**src/rtl/lc3_scoreboard_pkg.sv**
```systemverilog
// Shared definitions for the LC-3 update scoreboard: FSM state encoding,
// error-code values and the fixed channel map of the tracked datapath writes.
package lc3_scoreboard_pkg;

  typedef enum logic [1:0] {
    ST_IDLE    = 2'd0,
    ST_COLLECT = 2'd1,
    ST_CHECK   = 2'd2,
    ST_DONE    = 2'd3
  } state_t;

  localparam logic [1:0] ERR_PROTOCOL   = 2'd0;
  localparam logic [1:0] ERR_UNEXPECTED = 2'd1;
  localparam logic [1:0] ERR_MISMATCH   = 2'd2;
  localparam logic [1:0] ERR_TIMEOUT    = 2'd3;

  localparam int CH_MAR = 0;
  localparam int CH_MDR = 1;
  localparam int CH_PC  = 2;
  localparam int CH_IR  = 3;
  localparam int CH_MEM = 4;
  localparam int CH_R0  = 5;
  localparam int CH_R1  = 6;
  localparam int CH_R2  = 7;
  localparam int CH_R3  = 8;
  localparam int CH_R4  = 9;
  localparam int CH_R5  = 10;
  localparam int CH_R6  = 11;
  localparam int CH_R7  = 12;

endpackage

```
**src/rtl/lc3_scoreboard_slot.sv**
```systemverilog
// One scoreboard channel: holds the outstanding-expectation flag and the
// expected value, and compares it against the observed value on the bus.
module lc3_scoreboard_slot #(
  parameter int DATA_W = 16
) (
  input  logic              clk,
  input  logic              rst,
  input  logic              set_en,
  input  logic [DATA_W-1:0] set_value,
  input  logic              clr_en,
  input  logic [DATA_W-1:0] obs_value,
  output logic              pending,
  output logic              match
);

  logic [DATA_W-1:0] exp_q;

  // Pending flag: scheduling sets it, a resolved observation or flush clears it.
  // NOTE: state registers use non-blocking assignments so every flop samples pre-edge values.
  always_ff @(posedge clk) begin
    if (!rst) begin
      pending <= 1'b0;
    end else if (set_en) begin
      pending <= 1'b1;
    end else if (clr_en) begin
      pending <= 1'b0;
    end
  end

  // Expected value: last scheduled value wins.
  // NOTE: the value register is deliberately not reset; it is only consulted while pending is set.
  always_ff @(posedge clk) begin
    if (set_en) begin
      exp_q <= set_value;
    end
  end

  assign match = (exp_q == obs_value);

endmodule

```
**src/rtl/lc3_update_scoreboard.sv**
```systemverilog
// LC-3 state-update scoreboard. Expectations are scheduled per channel, then
// observed write events are checked against them; errors, phase completion
// and saturating match/error counts are reported one cycle after sampling.
// Optional watchdog: define LC3_SCOREBOARD_TIMEOUT_EN to abort a stalled
// CHECK phase after TIMEOUT_CYC cycles with error code 3.
module lc3_update_scoreboard
  import lc3_scoreboard_pkg::*;
#(
  parameter int DATA_W      = 16,
  parameter int NUM_CH      = 13,
  parameter int CH_W        = 4,
  parameter int CNT_W       = 16,
  parameter int TIMEOUT_CYC = 64
) (
  input  logic              clk,
  input  logic              rst,
  input  logic              exp_valid,
  input  logic [CH_W-1:0]   exp_ch,
  input  logic [DATA_W-1:0] exp_value,
  input  logic              arm,
  input  logic              obs_valid,
  input  logic [CH_W-1:0]   obs_ch,
  input  logic [DATA_W-1:0] obs_value,
  output logic [NUM_CH-1:0] pending,
  output logic              busy,
  output logic              phase_done,
  output logic              err_valid,
  output logic [1:0]        err_code,
  output logic [CH_W-1:0]   err_ch,
  output logic [CNT_W-1:0]  match_count,
  output logic [CNT_W-1:0]  err_count
);

  localparam logic [CH_W:0] NUM_CH_L = (CH_W+1)'(NUM_CH);

  // Parameter sanity: the channel index must reach every channel.
  if ((1 << CH_W) < NUM_CH || TIMEOUT_CYC < 1) begin : g_param_check
    $error("lc3_update_scoreboard: CH_W too narrow for NUM_CH or TIMEOUT_CYC < 1");
  end

  state_t state_q, state_d;

  logic [NUM_CH-1:0] set_vec, clr_vec, match_vec, pend_after;
  logic              exp_ok, obs_ok;
  logic              exp_err, obs_err, match_inc;
  logic [1:0]        obs_code;
  logic [CH_W-1:0]   exp_err_ch;
  logic              err_d;
  logic [1:0]        code_d;
  logic [CH_W-1:0]   ch_d;

`ifdef LC3_SCOREBOARD_TIMEOUT_EN
  localparam int WD_W = $clog2(TIMEOUT_CYC + 1);
  logic [WD_W-1:0] wd_q, wd_d;
  logic [CH_W-1:0] low_ch;
`endif

  assign exp_ok = ({1'b0, exp_ch} < NUM_CH_L);
  assign obs_ok = ({1'b0, obs_ch} < NUM_CH_L);

  for (genvar i = 0; i < NUM_CH; i++) begin : g_slot
    lc3_scoreboard_slot #(.DATA_W(DATA_W)) u_slot (
      .clk       (clk),
      .rst       (rst),
      .set_en    (set_vec[i]),
      .set_value (exp_value),
      .clr_en    (clr_vec[i]),
      .obs_value (obs_value),
      .pending   (pending[i]),
      .match     (match_vec[i])
    );
  end

  // Decide slot updates, next state and the single error to report this cycle.
  // NOTE: every variable gets a default first so no path can infer a latch.
  always_comb begin
    state_d    = state_q;
    set_vec    = '0;
    clr_vec    = '0;
    exp_err    = 1'b0;
    obs_err    = 1'b0;
    obs_code   = ERR_PROTOCOL;
    exp_err_ch = '0;
    match_inc  = 1'b0;
    err_d      = 1'b0;
    code_d     = ERR_PROTOCOL;
    ch_d       = '0;

    // Observation side: only CHECK with a pending channel accepts a write.
    if (obs_valid) begin
      if (!obs_ok) begin
        obs_err  = 1'b1;
        obs_code = ERR_PROTOCOL;
      end else if (state_q == ST_CHECK && pending[obs_ch]) begin
        clr_vec = NUM_CH'(1) << obs_ch;
        if (match_vec[obs_ch]) begin
          match_inc = 1'b1;
        end else begin
          obs_err  = 1'b1;
          obs_code = ERR_MISMATCH;
        end
      end else begin
        obs_err  = 1'b1;
        obs_code = ERR_UNEXPECTED;
      end
    end

    // Scheduling side: legal only in IDLE/COLLECT with an in-range channel.
    if (exp_valid) begin
      if (!exp_ok || state_q == ST_CHECK || state_q == ST_DONE) begin
        exp_err    = 1'b1;
        exp_err_ch = exp_ch;
      end else begin
        set_vec = NUM_CH'(1) << exp_ch;
      end
    end
    if (arm && state_q == ST_CHECK) begin
      exp_err = 1'b1;
    end

    pend_after = (pending | set_vec) & ~clr_vec;

    case (state_q)
      ST_IDLE: begin
        if (arm)            state_d = (|pend_after) ? ST_CHECK : ST_DONE;
        else if (|set_vec)  state_d = ST_COLLECT;
      end
      ST_COLLECT: begin
        if (arm)            state_d = (|pend_after) ? ST_CHECK : ST_DONE;
      end
      ST_CHECK: begin
        if (!(|pend_after)) state_d = ST_DONE;
      end
      default:              state_d = ST_IDLE;
    endcase

    // Observation errors win over scheduling errors; one report per cycle.
    if (obs_err) begin
      err_d  = 1'b1;
      code_d = obs_code;
      ch_d   = obs_ch;
    end else if (exp_err) begin
      err_d  = 1'b1;
      code_d = ERR_PROTOCOL;
      ch_d   = exp_err_ch;
    end

`ifdef LC3_SCOREBOARD_TIMEOUT_EN
    // Watchdog restarts on CHECK entry and on every accepted observation.
    low_ch = '0;
    for (int i = NUM_CH - 1; i >= 0; i--) begin
      if (pending[i]) low_ch = CH_W'(i);
    end
    wd_d = (state_q != ST_CHECK || (|clr_vec)) ? '0 : wd_q + WD_W'(1);
    if (state_q == ST_CHECK && !(|clr_vec) && wd_q == WD_W'(TIMEOUT_CYC - 1)) begin
      clr_vec = '1;
      state_d = ST_DONE;
      err_d   = 1'b1;
      code_d  = ERR_TIMEOUT;
      ch_d    = low_ch;
    end
`else
    // No watchdog: CHECK waits for observations indefinitely.
`endif
  end

  // State, error pulse and saturating counters.
  always_ff @(posedge clk) begin
    if (!rst) begin
      state_q     <= ST_IDLE;
      err_valid   <= 1'b0;
      err_code    <= ERR_PROTOCOL;
      err_ch      <= '0;
      match_count <= '0;
      err_count   <= '0;
    end else begin
      state_q   <= state_d;
      err_valid <= err_d;
      err_code  <= code_d;
      err_ch    <= ch_d;
      if (match_inc && match_count != '1) match_count <= match_count + CNT_W'(1);
      if (err_d && err_count != '1)       err_count   <= err_count + CNT_W'(1);
    end
  end

`ifdef LC3_SCOREBOARD_TIMEOUT_EN
  // Watchdog cycle counter.
  always_ff @(posedge clk) begin
    if (!rst) wd_q <= '0;
    else      wd_q <= wd_d;
  end
`endif

  assign busy       = (state_q == ST_COLLECT) || (state_q == ST_CHECK);
  assign phase_done = (state_q == ST_DONE);

endmodule

```
**config.mk**
```make
export PLATFORM = sky130hd
export DESIGN_NAME = lc3_update_scoreboard
export DESIGN_NICKNAME = d
export VERILOG_FILES = /design/src/rtl/lc3_scoreboard_pkg.sv /design/src/rtl/lc3_scoreboard_slot.sv /design/src/rtl/lc3_update_scoreboard.sv
export SDC_FILE = /design/constraint.sdc
export NUM_CORES = 1
export LEC_CHECK = 0
export BUFFER_PORTS_ARGS = -buffer_cell sky130_fd_sc_hd__buf_4
export CAP_MARGIN = 20
export CORE_UTILIZATION = 54
export DETAILED_ROUTE_END_ITERATION = 8
export PLACE_DENSITY = 0.76
export SLEW_MARGIN = 10
export SYNTH_ARGS = -nofsm -noshare
export SYNTH_HDL_FRONTEND = slang
export SYNTH_SLANG_ARGS = --single-unit
```
**constraint.sdc**
```tcl
create_clock -name clk -period 3.3 [get_ports clk]
set_input_delay 0.33 -clock clk [delete_from_list [all_inputs] [get_ports clk]]
set_output_delay 0.33 -clock clk [all_outputs]
set_load 0.02 [all_outputs]
```
; ---- After elaboration in Yosys (flattened, before gate mapping)
; Index checks and enable logic that the tools add are counted.
[word_totals]
reg_bits = 262
in_bits = 45
[classes]
add_sub_neg = 2
magnitude_cmp = 3
eq_ne = 21
shift = 2
mux = 60
bitwise = 3
reduce_logical = 27
[op_table]
columns = operator, count
row1 = equality test 16 bit, 13
row2 = 2-to-1 mux 13 bit, 5
row3 = 2-to-1 mux 1 bit, 43
row4 = adder 16 x 1 -> 16 bit (second input constant), 2
row5 = != test 16 bit (second input constant), 2
row6 = nonzero test 2 bit, 13
row7 = OR reduction 13 bit, 2
row8 = left shift 1 x 4 -> 13 bit (first input constant), 2
row9 = 2-to-1 mux 4 bit, 4
row10 = bitwise AND 13 bit, 1
row11 = NOT 13 bit, 1
row12 = bitwise OR 13 bit, 1
row13 = 2-to-1 mux 2 bit, 5
row14 = binary-select mux 1 bit (select 4 bit), 2
row15 = less-than comparator 4 bit (second input constant), 2
row16 = one-hot mux 2 bit (3 select lines), 1
row17 = less-than comparator 4 x 5 -> 1 bit (second input constant), 1
row18 = AND reduction 5 bit, 1
row19 = equality test 2 bit (second input constant), 2
row20 = logical AND 1 bit, 4
row21 = != test 2 bit (second input constant), 2
row22 = AND reduction 4 bit, 1
row23 = logical OR 1 bit, 3
row24 = != test 3 bit (second input constant), 1
row25 = 4 further kinds, 4

; ---- Longest topological paths before layout
[depth]
word_depth = 12
depth_mapped = 13
ltp_nobuf = 11

; ---- Cells and area by module
; From an unflattened synthesis, not the netlist that was laid out.
[unflattened]
hier_cells = 869
hier_area_um2 = 11807.6
[modules_own_cells]
columns = module, instances, cells_per_inst, area_each_um2, seq_area_each_um2
row1 = lc3_scoreboard_slot, 13, 40, 691.9, 500.5
row2 = lc3_update_scoreboard, 1, 349, 2812.7, 820.8

; ---- Worst setup path after synthesis
; No wires, ideal clock.
[synth_path]
path_kind = reg-to-reg
from = reg state_q[0]
to = reg state_q[0]
setup_ns = 0.125
t_arrival_ns = 3.208
t_required_ns = 3.175
path_slack_ns = -0.033
path_stages_with_launch = 13
path_buffers = 1
cell_sequence = dfxtp_1 -> inv_1 -> ha_1 -> buf_2 -> nand4bb_1 -> nor3_1 -> o31ai_1 -> a21oi_1 -> a221oi_1 -> nand4_1 -> nor2_1 -> o31ai_1 -> o22ai_1
[synth_via]
elab_chain_cells = 11
word_cells_on_any_way = 25
[synth_lines]
columns = element, line
row1 = start: declaration, lc3_update_scoreboard.sv:41  ; state_t state_q, state_d;
row2 = start signal: assignment, lc3_update_scoreboard.sv:177  ; state_q <= state_d;
row3 = equality test 2 bit, lc3_update_scoreboard.sv:110  ; if (!exp_ok || state_q == ST_CHECK || state_q == ST_DONE) begin
row4 = logical OR 1 bit, lc3_update_scoreboard.sv:110
row5 = logical OR 1 bit (*), lc3_update_scoreboard.sv:110
row6 = 2-to-1 mux 13 bit (*), lc3_update_scoreboard.sv:110
row7 = 2-to-1 mux 13 bit (*), lc3_update_scoreboard.sv:109  ; if (exp_valid) begin
row8 = via g_slot[4].u_slot.set_en, lc3_scoreboard_slot.sv:8  ; input logic set_en,
row9 = bitwise OR 13 bit, lc3_update_scoreboard.sv:121  ; pend_after = (pending | set_vec) & ~clr_vec;
row10 = bitwise AND 13 bit, lc3_update_scoreboard.sv:121
row11 = OR reduction 13 bit, "lc3_update_scoreboard.sv:125, lc3_update_scoreboard.sv:129, lc3_update_scoreboard.sv:132"
row12 = 2-to-1 mux 1 bit, "lc3_update_scoreboard.sv:125, lc3_update_scoreboard.sv:129"
row13 = "2-to-1 mux 2 bit, on equally long branches", "lc3_update_scoreboard.sv:129, lc3_update_scoreboard.sv:125"
row14 = one-hot mux 2 bit (3 select lines), lc3_update_scoreboard.sv:123  ; case (state_q)
; The timed path passes the listed nets; every way through them passes the cells marked *. The select of a mux whose other input is x is not followed.
; A chain may end at the register's enable or synchronous reset.

; ---- Worst setup path in the final report
[layout_path]
from = reg g_slot[0].u_slot.exp_q[10]
to = reg match_count[15]
[layout_via]
elab_chain_cells = 8
[layout_lines]
columns = element, line
row1 = start: declaration, lc3_scoreboard_slot.sv:16  ; logic [DATA_W-1:0] exp_q;
row2 = start signal: assignment, lc3_scoreboard_slot.sv:34  ; exp_q <= set_value;
row3 = equality test 16 bit, lc3_scoreboard_slot.sv:38  ; assign match = (exp_q == obs_value);
row4 = binary-select mux 1 bit (select 4 bit), lc3_update_scoreboard.sv:96  ; if (match_vec[obs_ch]) begin
row5 = 2-to-1 mux 1 bit (implied by the code), lc3_update_scoreboard.sv:96
row6 = 2-to-1 mux 1 bit, lc3_update_scoreboard.sv:96
row7 = 2-to-1 mux 1 bit, lc3_update_scoreboard.sv:94  ; end else if (state_q == ST_CHECK && pending[obs_ch]) begin
row8 = 2-to-1 mux 1 bit, lc3_update_scoreboard.sv:91  ; if (!obs_ok) begin
row9 = 2-to-1 mux 1 bit, lc3_update_scoreboard.sv:90  ; if (obs_valid) begin
row10 = logical AND 1 bit, lc3_update_scoreboard.sv:181  ; if (match_inc && match_count != '1) match_count <= match_count + CNT_W'(1);
row11 = end signal: assignment, lc3_update_scoreboard.sv:181
row12 = end: declaration, lc3_update_scoreboard.sv:30  ; output logic [CNT_W-1:0] match_count,
; Every way passes these cells. The select of a mux whose other input is x is not followed.

==> summary.txt <==
Worst setup path
  – CP Class: reg -> reg
  – R2r worst-path depth: 11
  – Nature of the critical path endpoint: register
  – Crit path max-delay family: simple AND/OR/NAND/NOR gates
  – Worst EP required: about 3800 ps
  – Slowest Stage Delay on Critical Path: 400 ps
  – Worst r2r src: g_slot[0].u_slot.exp_q[10]$_DFFE_PP_
  – CP Data Arrival Time: 3480 ps
  – Worst path bufs/invs: 2
  – Worst-path cell chain: xor2_1 -> nor4_1 -> buf_4 -> nand4_1 -> a21oi_1 -> nand4_1 -> nor2_1 -> o21bai_4 -> buf_4 -> nor4_2 -> mux2i_1
  – CP Max Fanout: 22
  – Startpoint types: register
  – Crit path max-delay cell type: edfxtp_1
  – R2r endpoint: match_count[15]$_SDFFE_PN0P_
  – Setup slack, reg-to-reg: 260 ps

Final layout
  – Syn-to-layout area delta: 14.9%
  – Most common cell after layout, fill and taps aside: edfxtp_1
  – Leading cell types in the layout, fill and taps excluded: 208 x edfxtp_1, 134 x buf_4, 106 x xor2_1, 103 x xnor2_1, 54 x dfxtp_1
  – Fin nets: ~1100
  – Antenna Cells: 0
  – Core Util, Final: 63.7%
  – Final Instance Count excl. Fillers: 1347
  – Layout cells sized above 1: 19.1%

Hold path
  – WHS Endpoint: err_ch[2]$_SDFF_PN0_
  – Worst Hold Depth: 3
  – Hold Path Class: in -> reg
  – Hold_sp: exp_ch[2]

Timing
  – Max-Slew Margin vs Limit: 61.1%
  – Setup violators final: 0
  – Worst Tran Pin Value: about 570 ps
  – Clk_skew: just over 50 ps
  – Hold Fails Final Rpt: 0
  – Fin crit share: 92.0%
  – Slew Limit Fails: 0
  – Max Clock Freq: 329 MHz
  – Fin crit period: about 3000 ps
  – Setup_tns: 0 ps
  – Fin worst setup slack: around 260 ps
  – RSZ-0062 raised after global routing: no

Job
  – Max-cap viol count: 0

Status
  – Status: finished, violations left
  – Failing checks: design-rule violations

Synth
  – Compound-Gate Fraction of Synth Area: 5.32%
  – Syn nets: 1005
  – Synth Register Bits: 262
  – Synth Area in Adders: 0.615%
  – Seq/Total Area, Yosys: about three fifths
  – Post-synthesis mux area share: 1.54%
  – Synth unique cells: 65
  – Largest family of logic cells by synthesized area: XOR/XNOR gates
  – Synth warn: 0
  – Simple-gate portion of the synthesized area: 12.8%
  – Synth Flop Type: edfxtp_1
  – Ys async rst share: 0%
  – Post-synth EDFFs: 208
  – Synth Area in XOR/XNOR: 15.0%
  – Synthesized area per cell: 12.8 sq um
  – Post-synthesis cell area: about 0.012 sq mm
  – Synth Instances: 954

Floorplanning
  – Die area: ~0.023 sq mm
  – Horiz. Die Dim: 152 um
  – Die height: 152 um
  – Core ar.: 0.0220 sq mm
  – Initial Utilization: 55.4%
  – # rows: between 50 and 60
  – Ports: 99

Power and ir drop
  – Worst vdd ir: 0.000407 V
  – P per Cell Area: 553 mW/mm^2
  – LEAKAGE: 0.00476 uW
  – Tot Pwr: 7760 uW

Routing
  – Residual DRC: 2
  – Routed wire per std cell: 22.5 um
  – Post-route ant nets: 0
  – Pre-antenna DRT Iters: 8
  – Iteration-0 DRC Markers: 752
  – Vias after detailed routing: 8082
  – Vias per cell: about 6
  – Post-Route WL: just over 30 mm

CTS
  – # hold bufs at CTS: 0
  – Setup Buffers After CTS: 0
  – PostCTS Resize Cnt: 0
  – CTS Sinks: 262
  – Longest Clk Path Bufs: 3
  – Root buf cell: clkbuf_16
  – CTS tree: done
  – H-Tree Depth: 1
  – Clock latency on the worst-skew pair: 570 ps
  – CTS Buf Count: 28
  – Clk slew on worst S/H paths: 60 ps

Placed design
  – DP HPWL: 20.0 mm
  – Final GP Congestion: 0.895
  – Inst Count DP: 1295
  – Port bufs: 98
  – Dpl ws: 186 ps

Global routing
  – Vias in the first global route: 7931
  – First-pass GRT wire length: 46.3 mm
  – Largest net degree at the start of global routing: 32
  – GRT Total Usage: 26.3%
  – Initial antenna violation count: 0
  – Grt total ovfl: 0
==> layout make-up <==
type                    instances  area [sq um]
clock buffers                  42           803
clock inverters                10           159
fillers                      1622          8000
inverters                      11          41.3
multi-input cells             608          4340
flip-flops and latches        262          7330
well taps                     280           350
repair buffers                134          1010
==> Yosys cell counts, types with 2 or more instances <==
cell type,n,area (sq um)
nor4b_1,2,17.5
or3_1,16,100
a211oi_1,2,15.0
a21oi_1,30,150
dfxtp_1,54,1080
clkbuf_1,13,48.8
buf_2,15,75.1
nor2_1,37,139
nor3_1,18,90.1
nand3_1,24,120
buf_6,23,259
buf_1,3,11.3
nand2_1,45,169
nor2b_1,3,18.8
nand3b_1,2,15.0
o22ai_1,3,18.8
edfxtp_1,208,6250
or2_2,3,18.8
mux2i_1,15,150
or4_1,10,75.1
inv_1,10,37.5
a311oi_1,3,26.3
nor4_1,36,225
o31ai_1,12,90.1
xor2_1,106,928
buf_4,19,143
and3_1,7,43.8
nand4b_1,5,43.8
and4b_1,2,20.0
mux2_2,2,22.5
nand2b_1,12,75.1
nor4_2,4,50.1
o21ai_0,25,125
ha_1,6,75.1
xnor2_1,103,902
o21ai_1,2,10.0
a31oi_1,5,31.3
o221a_2,2,22.5
nand4_1,41,257
==> sequential cells by signal, indices dropped and copies added (netlist names) <==
name / cells
err_ch: 4
match_count: 16
err_valid: 1
err_code: 2
g_slot.u_slot.pending: 13
err_count: 16
g_slot.u_slot.exp_q: 208
state_q: 2
==> stage by stage <==
step	hold WS [ps]	cell area [sq um]
2_1_floorplan	429	12200
6_report	50.1	14000
3_3_place_gp	459	13100
3_5_place_dp	470	13100
4_1_cts	41.2	14000
5_1_grt	61.2	14000
==> kinds of logic (layout without fill, tap and decap cells) <==
group           after synthesis  in the layout
compound gates              100            100
xor+xnor                    209            209
fa+ha+maj                     6              6
buf+inv                      84            197
flops                       262            262
mux                          18             18
simple gates                275            275
==> worst register-to-register path: stages (launching register included) <==
cell	delay, ps
edfxtp_1	400
xor2_1	180
nor4_1	370
buf_4	200
nand4_1	160
a21oi_1	210
nand4_1	130
nor2_1	300
o21bai_4	240
buf_4	230
nor4_2	270
mux2i_1	230
==> worst max path at each step <==
stage,start,end,slack [ps],cells past startpoint
floorplan,state_q[0]$_SDFFE_PN0P_,state_q[0]$_SDFFE_PN0P_,30,12
global placement,obs_value[10],match_count[13]$_SDFFE_PN0P_,280,12
detailed placement,obs_value[2],match_count[15]$_SDFFE_PN0P_,190,11
CTS,g_slot[0].u_slot.exp_q[10]$_DFFE_PP_,match_count[15]$_SDFFE_PN0P_,200,11
global route,g_slot[0].u_slot.exp_q[10]$_DFFE_PP_,match_count[15]$_SDFFE_PN0P_,4,11
finish,g_slot[0].u_slot.exp_q[10]$_DFFE_PP_,match_count[15]$_SDFFE_PN0P_,260,11
==> routing by layer <==
| metal | track usage [%] | part of all wire, % | vias up |
|---|---|---|---|
| met3 | 6.17 | 9.7 | 52 |
| li1 | - | - | 3668 |
| met5 | 0 | 0 | - |
| met1 | 35.9 | 42 | 3948 |
| met4 | 6.80 | 2.2 | 0 |
| met2 | 42.3 | 46 | 414 |
==> where the power goes <==
group	switching [uW]	total, uW	internal, uW
clock network	1280	3210	1930
registers	48.9	3700	3650
logic	537	855	318
No activity file was read; power rests on OpenSTA's default activity.
